### src/rtl/alu_pkg.sv
// alu_pkg: operation and state encodings shared by chunked_alu and alu_chunk.
package alu_pkg;

    typedef enum logic [2:0] {
        OP_PASSB = 3'b000,
        OP_ADD   = 3'b010,
        OP_SUB   = 3'b011,
        OP_AND   = 3'b100,
        OP_OR    = 3'b101,
        OP_XOR   = 3'b110
    } alu_op_t;

    typedef enum logic [1:0] {IDLE, BUSY, DONE} alu_state_t;

    function automatic logic is_arith(input logic [2:0] op);
        return op == OP_ADD || op == OP_SUB;
    endfunction

endpackage

### src/rtl/alu_chunk.sv
// alu_chunk: combinational CHUNK-wide ALU slice; reserved encodings yield zero.
module alu_chunk import alu_pkg::*; #(
    parameter int CHUNK = 16
) (
    input  logic [CHUNK-1:0] a_i,
    input  logic [CHUNK-1:0] b_i,
    input  logic             carry_i,
    input  logic             subtract_i,
    input  logic [2:0]       cntrl_i,
    output logic [CHUNK-1:0] res_o,
    output logic             carry_o,
    output logic             carry_msb_o
);
    logic [CHUNK-1:0] bx;
    logic [CHUNK:0]   sum;

    assign bx  = subtract_i ? ~b_i : b_i;
    assign sum = {1'b0, a_i} + {1'b0, bx} + {{CHUNK{1'b0}}, carry_i};
    assign carry_o = sum[CHUNK];
    // carry into the MSB recovered from the MSB sum bit and its two addends
    assign carry_msb_o = sum[CHUNK-1] ^ a_i[CHUNK-1] ^ bx[CHUNK-1];
    assign res_o = cntrl_i == OP_PASSB ? b_i :
                   is_arith(cntrl_i)   ? sum[CHUNK-1:0] :
                   cntrl_i == OP_AND   ? a_i & b_i :
                   cntrl_i == OP_OR    ? a_i | b_i :
                   cntrl_i == OP_XOR   ? a_i ^ b_i : '0;

endmodule

### src/rtl/chunked_alu.sv
// chunked_alu: multi-cycle ALU, CHUNK bits per cycle with a registered ripple carry.
// Define CHUNKED_ALU_FAST_LOGIC_EN to finish non-arithmetic ops in a single BUSY cycle.
module chunked_alu import alu_pkg::*; #(
    parameter int WIDTH = 64,
    parameter int CHUNK = 16
) (
    input  logic             clk,
    input  logic             reset,
    input  logic             in_valid,
    output logic             in_ready,
    input  logic [WIDTH-1:0] a,
    input  logic [WIDTH-1:0] b,
    input  logic [2:0]       cntrl,
    output logic             out_valid,
    input  logic             out_ready,
    output logic [WIDTH-1:0] result,
    output logic             negative,
    output logic             zero,
    output logic             overflow,
    output logic             carry_out
);
    localparam int NCHUNK = WIDTH / CHUNK;
    localparam int IW = NCHUNK > 1 ? $clog2(NCHUNK) : 1;

    alu_state_t       state_q, state_d;
    logic [WIDTH-1:0] a_q, a_d, b_q, b_d, result_q, result_d;
    logic [2:0]       op_q, op_d;
    logic [IW-1:0]    idx_q, idx_d;
    logic             carry_q, carry_d, neg_q, neg_d, zero_q, zero_d;
    logic             ovf_q, ovf_d, cout_q, cout_d;
    logic [31:0]      base;
    logic [CHUNK-1:0] chunk_res;
    logic             chunk_cout, chunk_cmsb, fin;

    assign base = 32'(idx_q) * CHUNK;

    alu_chunk #(.CHUNK(CHUNK)) u_chunk (
        .a_i        (a_q[base +: CHUNK]),
        .b_i        (b_q[base +: CHUNK]),
        .carry_i    (carry_q),
        .subtract_i (op_q == OP_SUB),
        .cntrl_i    (op_q),
        .res_o      (chunk_res),
        .carry_o    (chunk_cout),
        .carry_msb_o(chunk_cmsb)
    );

`ifdef CHUNKED_ALU_FAST_LOGIC_EN
    logic [WIDTH-1:0] fast_res;
    assign fast_res = op_q == OP_PASSB ? b_q :
                      op_q == OP_AND   ? a_q & b_q :
                      op_q == OP_OR    ? a_q | b_q :
                      op_q == OP_XOR   ? a_q ^ b_q : '0;
`endif

    always_comb begin
        state_d  = state_q;
        a_d      = a_q;
        b_d      = b_q;
        op_d     = op_q;
        idx_d    = idx_q;
        carry_d  = carry_q;
        result_d = result_q;
        neg_d    = neg_q;
        zero_d   = zero_q;
        ovf_d    = ovf_q;
        cout_d   = cout_q;
        fin      = 1'b0;
        case (state_q)
            IDLE: if (in_valid) begin
                a_d     = a;
                b_d     = b;
                op_d    = cntrl;
                idx_d   = '0;
                carry_d = cntrl == OP_SUB;
                state_d = BUSY;
            end
            BUSY: begin
                result_d[base +: CHUNK] = chunk_res;
                carry_d = chunk_cout;
                idx_d   = idx_q + 1'b1;
                fin     = idx_q == IW'(NCHUNK - 1);
`ifdef CHUNKED_ALU_FAST_LOGIC_EN
                if (!is_arith(op_q)) begin
                    result_d = fast_res;
                    fin      = 1'b1;
                end
`endif
                if (fin) begin
                    // the last chunk's carries are those of the full-width MSB
                    state_d = DONE;
                    idx_d   = '0;
                    cout_d  = is_arith(op_q) & chunk_cout;
                    ovf_d   = is_arith(op_q) & (chunk_cmsb ^ chunk_cout);
                    neg_d   = result_d[WIDTH-1];
                    zero_d  = result_d == '0;
                end
            end
            DONE: if (out_ready) state_d = IDLE;
            default: state_d = IDLE;
        endcase
    end

    always_ff @(posedge clk or posedge reset) begin
        if (reset) begin
            state_q  <= IDLE;
            a_q      <= '0;
            b_q      <= '0;
            op_q     <= '0;
            idx_q    <= '0;
            carry_q  <= 1'b0;
            result_q <= '0;
            neg_q    <= 1'b0;
            zero_q   <= 1'b0;
            ovf_q    <= 1'b0;
            cout_q   <= 1'b0;
        end else begin
            state_q  <= state_d;
            a_q      <= a_d;
            b_q      <= b_d;
            op_q     <= op_d;
            idx_q    <= idx_d;
            carry_q  <= carry_d;
            result_q <= result_d;
            neg_q    <= neg_d;
            zero_q   <= zero_d;
            ovf_q    <= ovf_d;
            cout_q   <= cout_d;
        end
    end

    assign in_ready  = state_q == IDLE;
    assign out_valid = state_q == DONE;
    assign result    = result_q;
    assign negative  = neg_q;
    assign zero      = zero_q;
    assign overflow  = ovf_q;
    assign carry_out = cout_q;

endmodule

### config.mk
export PLATFORM = sky130hd
export DESIGN_NAME = chunked_alu
export DESIGN_NICKNAME = d
export VERILOG_FILES = /design/src/rtl/alu_pkg.sv /design/src/rtl/alu_chunk.sv /design/src/rtl/chunked_alu.sv
export SDC_FILE = /design/constraint.sdc
export NUM_CORES = 1
export LEC_CHECK = 0
export CAP_MARGIN = 15
export CORE_MARGIN = 8
export CORE_UTILIZATION = 54
export CTS_BUF_LIST = sky130_fd_sc_hd__clkbuf_8
export DETAILED_ROUTE_END_ITERATION = 7
export GPL_TIMING_DRIVEN = 0
export PLACE_DENSITY = 0.82
export SLEW_MARGIN = 40
export SYNTH_ARGS = -nofsm -noshare
export SYNTH_HDL_FRONTEND = slang
export SYNTH_HIERARCHICAL = 1
export SYNTH_SLANG_ARGS = --single-unit
export TNS_END_PERCENT = 1
### constraint.sdc
create_clock -name clk -period 8.6 [get_ports clk]
set_input_delay 2.15 -clock clk [delete_from_list [all_inputs] [get_ports clk]]
set_output_delay 2.15 -clock clk [all_outputs]
set_load 0.005 [all_outputs]
# --- Word level (Yosys, flattened, before mapping) ---
# Cells that the tools add are included.
totals:
  register_bits: 204
  inputBits: 135
  elab_cells: 65
op_classes:
  addsub: 4
  n_eq_ne: 12
  shifts: 4
  mux: 16
  n_bitwise: 9
  reduce_logical: 9
ops:
  columns: ["operator", "n"]
  rows:
  - ["$shiftx A64 B7 Y16", 2]
  - ["$mux W16", 6]
  - ["$bwmux W64", 1]
  - ["$logic_not A64 Y1", 1]
  - ["$shift A16 B34 Y64 const A", 1]
  - ["$shiftx A16 B34 Y64", 1]
  - ["$neg A6 Y34", 1]
  - ["$add A16 B16 Y17", 1]
  - ["$add A17 B1 Y17", 1]
  - ["$and A16 B16 Y16", 1]
  - ["$not A16 Y16", 1]
  - ["$or A16 B16 Y16", 1]
  - ["$xor A16 B16 Y16", 1]
  - ["$mux W2", 5]
  - ["$eq A3 B2 Y1 const B", 3]
  - ["$eq A3 B3 Y1 const B", 3]
  - ["$pmux W2 S3", 1]
  - ["$reduce_and A2 Y1", 3]
  - ["$eq A2 B2 Y1 const B", 2]
  - ["$ne A2 B2 Y1 const B", 2]
  - ["$pmux W2 S2", 1]
  - ["$logic_not A3 Y1", 1]
  - ["$reduce_and A3 Y1", 1]
  - ["$xor A1 B1 Y1", 3]
  - ["9 further kinds", 10]

# --- Logic depth before layout (Yosys ltp) ---
# Gate-level depths: netlist of run 1.
logic_depth:
  depth_word: 10
  ltp_mapped: 18
  mapped_depth_nobuf: 16

# --- By module ---
# Netlist of run 1, hierarchy kept.
modules_own_cells:
  columns: ["module", "instances", "cells_each", "area_per_inst_um2"]
  rows:
  - ["chunked_alu", 1, 860, 8852.2]
  - ["alu_chunk", 1, 302, 2013.2]

# --- Worst setup path after synthesis of run 1 ---
# OpenSTA, ideal clock, no wires.
synth_path:
  kind: "flip-flop to flip-flop"
  startpoint: "register idx_q[0]"
  endpoint: "register zero_q, in the netlist zero"
  arrival_ps: 4517
  setup_slack_ps: 3991
  stages_incl_launch_ff: 18
  path_buffers: 2
  path_cell_list: "dfrtp_1 -> buf_2 -> buf_2 -> mux4_2 -> xnor2_1 -> fa_1 -> fa_1 -> nor2b_1 -> o2111ai_1 -> nand3_1 -> a31oi_1 -> xor2_1 -> o21ai_0 -> nor3_4 -> nand3_1 -> a2111oi_1 -> o2111ai_1 -> o31ai_2"
synth_between:
  elab_chain_cells: 10
synth_lines:
  columns: ["element", "line_no", "text"]
  rows:
  - ["start, declared", "chunked_alu.sv:28", "logic [IW-1:0] idx_q, idx_d;"]
  - ["start signal, assigned", "chunked_alu.sv:122", "idx_q <= idx_d;"]
  - ["$shiftx A64 B7 Y16 (on tied branches)", "chunked_alu.sv:39, chunked_alu.sv:38", null]
  - ["$not A16 Y16 / $xor A16 B16 Y16 (equally long branches)", "alu_chunk.sv:17, alu_chunk.sv:26", null]
  - ["$mux W16 (on tied branches)", "alu_chunk.sv:17, alu_chunk.sv:26", null]
  - ["$add A16 B16 Y17 / $mux W16 (equally long branches)", "alu_chunk.sv:18, alu_chunk.sv:25", null]
  - ["$add A17 B1 Y17 / $mux W16 (equally long branches)", "alu_chunk.sv:18, alu_chunk.sv:24", null]
  - ["$mux W16", "alu_chunk.sv:23", "is_arith(cntrl_i) ? sum[CHUNK-1:0] :"]
  - ["$mux W16 *", "alu_chunk.sv:22", "assign res_o = cntrl_i == OP_PASSB ? b_i :"]
  - ["named net chunk_res[10]", "chunked_alu.sv:32", "logic [CHUNK-1:0] chunk_res;"]
  - ["$shiftx A16 B34 Y64 *", "chunked_alu.sv:79", "result_d[base +: CHUNK] = chunk_res;"]
  - ["$bwmux W64 *", "chunked_alu.sv:79", null]
  - ["$logic_not A64 Y1 *", "chunked_alu.sv:96", "zero_d = result_d == '0;"]
  - ["end signal, assigned", "chunked_alu.sv:126", "zero_q <= zero_d;"]
  - ["end, declared", "chunked_alu.sv:29", "logic carry_q, carry_d, neg_q, neg_d, zero_q, zero_d;"]
# Mark *: on every way through the listed nets, which the timed path passes. The rest lies on a longest branch.
# A chain may end at the register's enable or synchronous reset.

# --- Worst setup path in the final report of run 1 ---
# Ends and elaborated chain as after synthesis.

==> results.yml, run 1 <==
die:
  rows: 52
  die_w_um: 158
  fp.dieArea_sq_um: 24900
  io_pins: 205
  initial_utilization_pct: 54.4
  core_area_sq_um: 20000
  die_h_um: 158
sta:
  tightest_slew_ns: 0.870
  clock_skew_ns: 0.0238
  rsz0062_at_grt: "no"
  finalCritPeriodShare_pct: 63.9
  fmax_ghz: 0.182
  fin_tns_setup_ns: 0
  setup_slack_ns: 3.11
  slew_headroom_pct: 41.7
  hold_viol: 0
  final_max_slew_viol_count: 0
  setup_viol: 0
  period_needed_ns: 5.49
power_and_ir_drop:
  powerDensity_nw_per_um2: 475
  vdd_drop_max_uv: 223
  p_leak_nw: 6.77
critical_path:
  critPathRequiredTime_ns: 9.09
  crit_arrival_ns: 5.99
  crit_path_max_fanout: 10
  cp-start-kind: "flip-flop"
  critical_path_class: "flip-flop to flip-flop"
  cp-end-kind: "flip-flop"
synth:
  synth_xor_area_share_pct: 2.26
  ys_types: 64
  synth-simple-area-share_pct: 20.5
  synth-edff-count: 0
  synthAdderAreaFrac_pct: 6.47
  ys_seq_area_share_pct: 47.0
  synth_top_family_by_area: "simple AND/OR/NAND/NOR gates"
  synth-compound-area-share_pct: 12.9
  avgSynthCellArea_sq_um: 9.35
  syn_inst: 1162
  synth_area_sq_um: 10900
  yosys_register_bits: 204
  ys.flop_type: "dfrtp_1"
  synth-async-reset-ratio_pct: 100
  synth_warnings: 6
  syn_nets: 1352
  synth_mux_area_share_pct: 6.93
layout:
  area_growth_pct: 28.9
  multi_input_area_sq_um: 5380
  fill_cells: 1503
  design_area_sq_um: 14000
  layout_commonest_cell: "nand2_1"
  diodes: 0
  seq_area_sq_um: 5100
  mostFrequentLayoutCells: "nand2_1 (446), dfrtp_1 (204), clkdlybuf4s50_1 (204)"
  nets: 1595
  drive_gt1_share_pct: 8.97
placed_design:
  portBuffers: 204
  placement.cell_area_sq_um: 13400
  gp_congestion: 0.978
  hpwl_um: 25200
  place_ws_ns: 3.17
clocking:
  h-tree-depth: 1
  cts_buffer_depth: 3
  tritoncts: "yes"
  hold_buffers: 0
  cts_sinks: 204
  worstSkewPairLatency_ns: 0.58
  post_cts_buffers: 0
  cts_resized: 0
  path_clk_slew_ns: 0.07
  cts-root-buf: "clkbuf_8"
  cts_buffers: 31
drt:
  vias: 9825
  wl_per_cell_um: 19.7
  drtIter0Drc: 793
  drc: 0
  ant_nets: 0
  via_per_inst: 5.79
  firstDrtPassIters: 5
  wl_um: 33400
grt:
  grt_pass1_vias: 10100
  grt_max_degree: 81
  antenna_found_initial: 0
  grt_pass1_wl_um: 53300
  grt_remaining_overflow: 0
  grtUsageTotal_pct: 27.3
flow_run:
  cap_violations: 0
worst_hold_path:
  hold_class: "flip-flop to flip-flop"
outcome:
  status: "finished, final reports clean"
==> cells by family after synthesis <==
logic type / Yosys count
compound gates: 193
xor+xnor: 28
fa+ha+maj: 55
buf+inv: 104
flops: 204
mux: 35
simple gates: 543
==> power breakdown <==
group	internal (W)	leakage [nW]	switching (W)
clock network	0.000430	0.365	0.000376
registers	0.00138	2.63	0.000282
logic	0.00167	3.77	0.00251
total	0.00348	6.77	0.00317
==> worst max-delay path, cell delays in order (launching register included) <==
cell       delay [ns]
dfrtp_1          0.45
buf_2            0.42
buf_2            0.44
mux4_2           0.64
xnor2_1          0.18
fa_1             0.45
fa_1             0.42
nor2b_1          0.18
o2111ai_1        0.23
nand3_1          0.16
a31oi_1          0.11
xor2_1           0.21
o21ai_1          0.26
nor3_4           0.32
nand3_1          0.11
a2111oi_1        0.40
o2111ai_1        0.18
o31ai_2          0.25
==> stage by stage <==
stage               total power (W)  hold WS, ns  instances  utilization (%)
floorplan                   0.00434        0.440       1162                -
global placement            0.00555        0.452       1636             66.3
detailed placement          0.00574        0.459       1641             66.9
CTS                         0.00657        0.475       1696             70.1
global route                0.00713        0.488       1697             70.1
finish                      0.00665        0.473       1697             70.1
==> synth_stat cells (all sizes together), types with 7 or more instances <==
cell type | n | area share [%]
inv | 46 | 1.6
buf | 21 | 1.1
nor4 | 13 | 0.81
nor3 | 15 | 1.0
a22o | 63 | 5.1
clkbuf | 37 | 1.3
ha | 53 | 6.1
o21ai | 37 | 1.7
mux4 | 32 | 6.6
nor2 | 34 | 1.2
xnor2 | 7 | 0.56
a21oi | 37 | 1.7
nor2b | 7 | 0.40
nand3 | 8 | 0.37
nand2 | 446 | 15
dfrtp | 204 | 47
xor2 | 21 | 1.7
==> final timing paths <==
| kind | end | from | depth (start not counted) | slack (ns) |
|---|---|---|---|---|
| worst min-delay path | b_q[61]$_DFFE_PP0P_ | b_q[61]$_DFFE_PP0P_ | 2 | 0.47 |
| worst min register to register | b_q[61]$_DFFE_PP0P_ | b_q[61]$_DFFE_PP0P_ | 2 | 0.47 |
| worst max-delay path | zero$_DFFE_PP0P_ | idx_q[0]$_DFFE_PP0P_ | 17 | 3.11 |
| max in group asynchronous | b_q[6]$_DFFE_PP0P_ | reset | 4 | 5.54 |
| worst max register to register | zero$_DFFE_PP0P_ | idx_q[0]$_DFFE_PP0P_ | 17 | 3.11 |
| min in group asynchronous | a_q[19]$_DFFE_PP0P_ | reset | 2 | 1.97 |
==> routing by layer <==
layer / share of wire, % / up-vias / GRT usage, %
met5: 0 / - / 0
met4: 3.5 / 0 / 10.8
met3: 9.7 / 92 / 5.87
met2: 47 / 503 / 44.7
met1: 39 / 4773 / 34.7
li1: - / 4457 / -
==> registers in the layout, indices dropped and copies added (netlist names), 2 cells and up <==
name	cells
op_q	3
state_q	2
idx_q	2
b_q	64
a_q	64
result	64
==> final cells by class <==
type | instances | area share, %
Clock inverter | 17 | 0.777
Timing Repair Buffer | 210 | 15.1
Clock buffer | 38 | 3.73
Sequential cell | 204 | 36.4
Multi-Input combinational cell | 854 | 38.4
Inverter | 46 | 1.29
Buffer | 58 | 1.84
Tap cell | 270 | 2.41
No activity file was read; power rests on OpenSTA's default activity.
==> run 2: changes to the inputs <==
==> constraint.sdc (replaced) <==
create_clock -name clk -period 5.3 [get_ports clk]
set_input_delay 1.325 -clock clk [delete_from_list [all_inputs] [get_ports clk]]
set_output_delay 1.325 -clock clk [all_outputs]
set_load 0.005 [all_outputs]
==> results.yml, run 2 (synthesis gave the netlist of run 1 again) <==
placed_design:
  gp_congestion: 0.979
  placement.cell_area_sq_um: 13500
  hpwl_um: 26300
  portBuffers: 204
  place_ws_ns: -0.260
worst_hold_path:
  whs_path_depth: 2
  min-delay-start: "a_q[32]$_DFFE_PP0P_"
  min_to: "a_q[32]$_DFFE_PP0P_"
  hold_class: "flip-flop to flip-flop"
power_and_ir_drop:
  p_comb_share_pct: 62.5
  p_leak_nw: 6.88
  vdd_drop_max_uv: 315
  finalPower_w: 0.0110
  power_frac_clock_pct: 12.8
  sequentialPowerShare_pct: 24.8
  p_sw_share_pct: 47.4
  netSwitchingPower_w: 0.00521
  powerDensity_nw_per_um2: 772
  p_int_w: 0.00577
die:
  die_w_um: 158
  io_pins: 205
  core_area_sq_um: 20000
  rows: 52
  initial_utilization_pct: 54.4
  die_h_um: 158
  fp.dieArea_sq_um: 24900
critical_path:
  worst_r2r_endpoint: "zero$_DFFE_PP0P_"
  critPathRequiredTime_ns: 5.72
  crit_arrival_ns: 5.47
  cp-end-kind: "flip-flop"
  r2r_slack_ns: 0.24
  critical_path_class: "flip-flop to flip-flop"
  cp-start-kind: "flip-flop"
  reg2reg_depth: 17
  crit_path_max_fanout: 10
  rr_startpoint: "idx_q[0]$_DFFE_PP0P_"
layout:
  fill_cells: 1512
  nets: 1603
  layout_commonest_cell: "nand2_1"
  drive_gt1_share_pct: 9.81
  area_growth_pct: 30.9
  mostFrequentLayoutCells: "nand2_1 (446), clkdlybuf4s50_1 (204), dfrtp_1 (203)"
  design_area_sq_um: 14200
drt:
  wl_um: 34400
  wl_per_cell_um: 20.2
  via_per_inst: 5.75
  ant_nets: 0
  drtIter0Drc: 802
  vias: 9829
  firstDrtPassIters: 7
  drc: 0
sta:
  final_max_slew_viol_count: 0
  finalCritPeriodShare_pct: 95.4
  rsz0062_at_grt: "no"
  clock_skew_ns: 0.0184
  setup_viol: 0
  tightest_slew_ns: 0.925
  fmax_ghz: 0.198
  period_needed_ns: 5.06
  slew_headroom_pct: 38.3
  hold_viol: 0
  setup_slack_ns: 0.244
clocking:
  path_clk_slew_ns: 0.07
  cts_buffers: 34
  worstSkewPairLatency_ns: 0.52
  cts_buffer_depth: 3
  cts_sinks: 204
  h-tree-depth: 2
  tritoncts: "yes"
  cts-root-buf: "clkbuf_8"
grt:
  grt_remaining_overflow: 0
  grt_pass1_vias: 10100
  grt_max_degree: 30
  grt_pass1_wl_um: 54000
  grtUsageTotal_pct: 28.0
  antenna_found_initial: 1
outcome:
  status: "finished, final reports clean"
flow_run:
  cap_violations: 0
==> run 2: cell types whose count changed in the layout (fill, tap and decap cells not counted), moves of 3 or more <==
cell,change
inv_1,+5
clkbuf_1,-5
buf_2,-3
clkbuf_4,+3
buf_12,+5
clkbuf_2,+3
==> run 2: worst max-delay path by stage <==
stage,start,endpoint,slack (ns),cells after the start
2_1_floorplan,idx_q[0]$_DFFE_PP0P_,zero$_DFFE_PP0P_,0.69,17
4_1_cts,idx_q[0]$_DFFE_PP0P_,zero$_DFFE_PP0P_,0.04,17
3_5_place_dp,idx_q[0]$_DFFE_PP0P_,zero$_DFFE_PP0P_,-0.26,17
5_1_grt,idx_q[0]$_DFFE_PP0P_,zero$_DFFE_PP0P_,0.0001,17
6_report,idx_q[0]$_DFFE_PP0P_,zero$_DFFE_PP0P_,0.24,17
3_3_place_gp,idx_q[0]$_DFFE_PP0P_,zero$_DFFE_PP0P_,-0.36,15
==> run 2: through the flow <==
stage	util, %	std cells	hold WS (ns)	TNS [ns]
2_1_floorplan	-	1162	0.440	0
3_3_place_gp	66.3	1636	0.453	-16.04
3_5_place_dp	67.5	1647	0.458	-0.260
4_1_cts	71.0	1707	0.472	0
5_1_grt	71.2	1708	0.489	0
6_report	71.2	1708	0.475	0
==> run 2: worst max-delay path: stages, from the launching register on <==
cell	delay [ns]
dfrtp_2	0.44
buf_8	0.21
buf_8	0.20
mux4_2	0.60
xnor2_1	0.18
fa_1	0.43
fa_1	0.42
nor2b_1	0.19
o2111ai_1	0.24
nand2_1	0.19
a31oi_1	0.12
xor2_1	0.25
o22ai_4	0.19
nor4_2	0.36
nand3b_1	0.14
a2111oi_2	0.40
nand3_1	0.16
o31ai_2	0.24
==> run 2: area by class of cell <==
cell class              instances  area, sq um  area share, %
diodes                          1         2.50         0.0176
plain buffers                  56          283           1.99
clock buffers                  39          537           3.77
clock inverters                21          140          0.985
inverters                      46          176           1.24
multi-input cells             854         5390           37.9
flip-flops and latches        204         5110           35.9
well taps                     270          338           2.38
repair buffers                217         2250           15.8
==> run 2: layer usage <==
layer  share of wire, %  track usage [%]  vias up
met3                9.2             6.39      106
met4                4.2             12.8        0
li1                   -                -     4468
met5                  0                0        -
met1                 39             33.8     4740
met2                 47             47.0      515
==> run 2: power by group through the flow <==
stage	Sequential [W]	Combinational [W]	Clock, W
6_report	0.00272	0.00686	0.00140
3_3_place_gp	0.00267	0.00631	0
5_1_grt	0.00279	0.00744	0.00147
4_1_cts	0.00269	0.00667	0.00141
3_5_place_dp	0.00272	0.00663	0
2_1_floorplan	0.00259	0.00445	0
==> run 2: what timing repair did <==
item / 4_1_cts / 5_1_grt
gates resized for setup: 5 / 14
setup endpoints to repair: 1 / 1
buffers inserted: 0 / 0
hold buffers: 0 / 0
cloned: 0 / 0
==> run 3: changes to the inputs <==
--- a/config.mk
+++ b/config.mk
@@ -12,6 +12,7 @@
 export DETAILED_ROUTE_END_ITERATION = 7
 export GPL_TIMING_DRIVEN = 0
 export PLACE_DENSITY = 0.82
+export SKIP_LAST_GASP = 1
 export SLEW_MARGIN = 40
 export SYNTH_ARGS = -nofsm -noshare
 export SYNTH_HDL_FRONTEND = slang
==> results of run 3 <==
Final layout, timing and power as in run 2 (identical DEF).
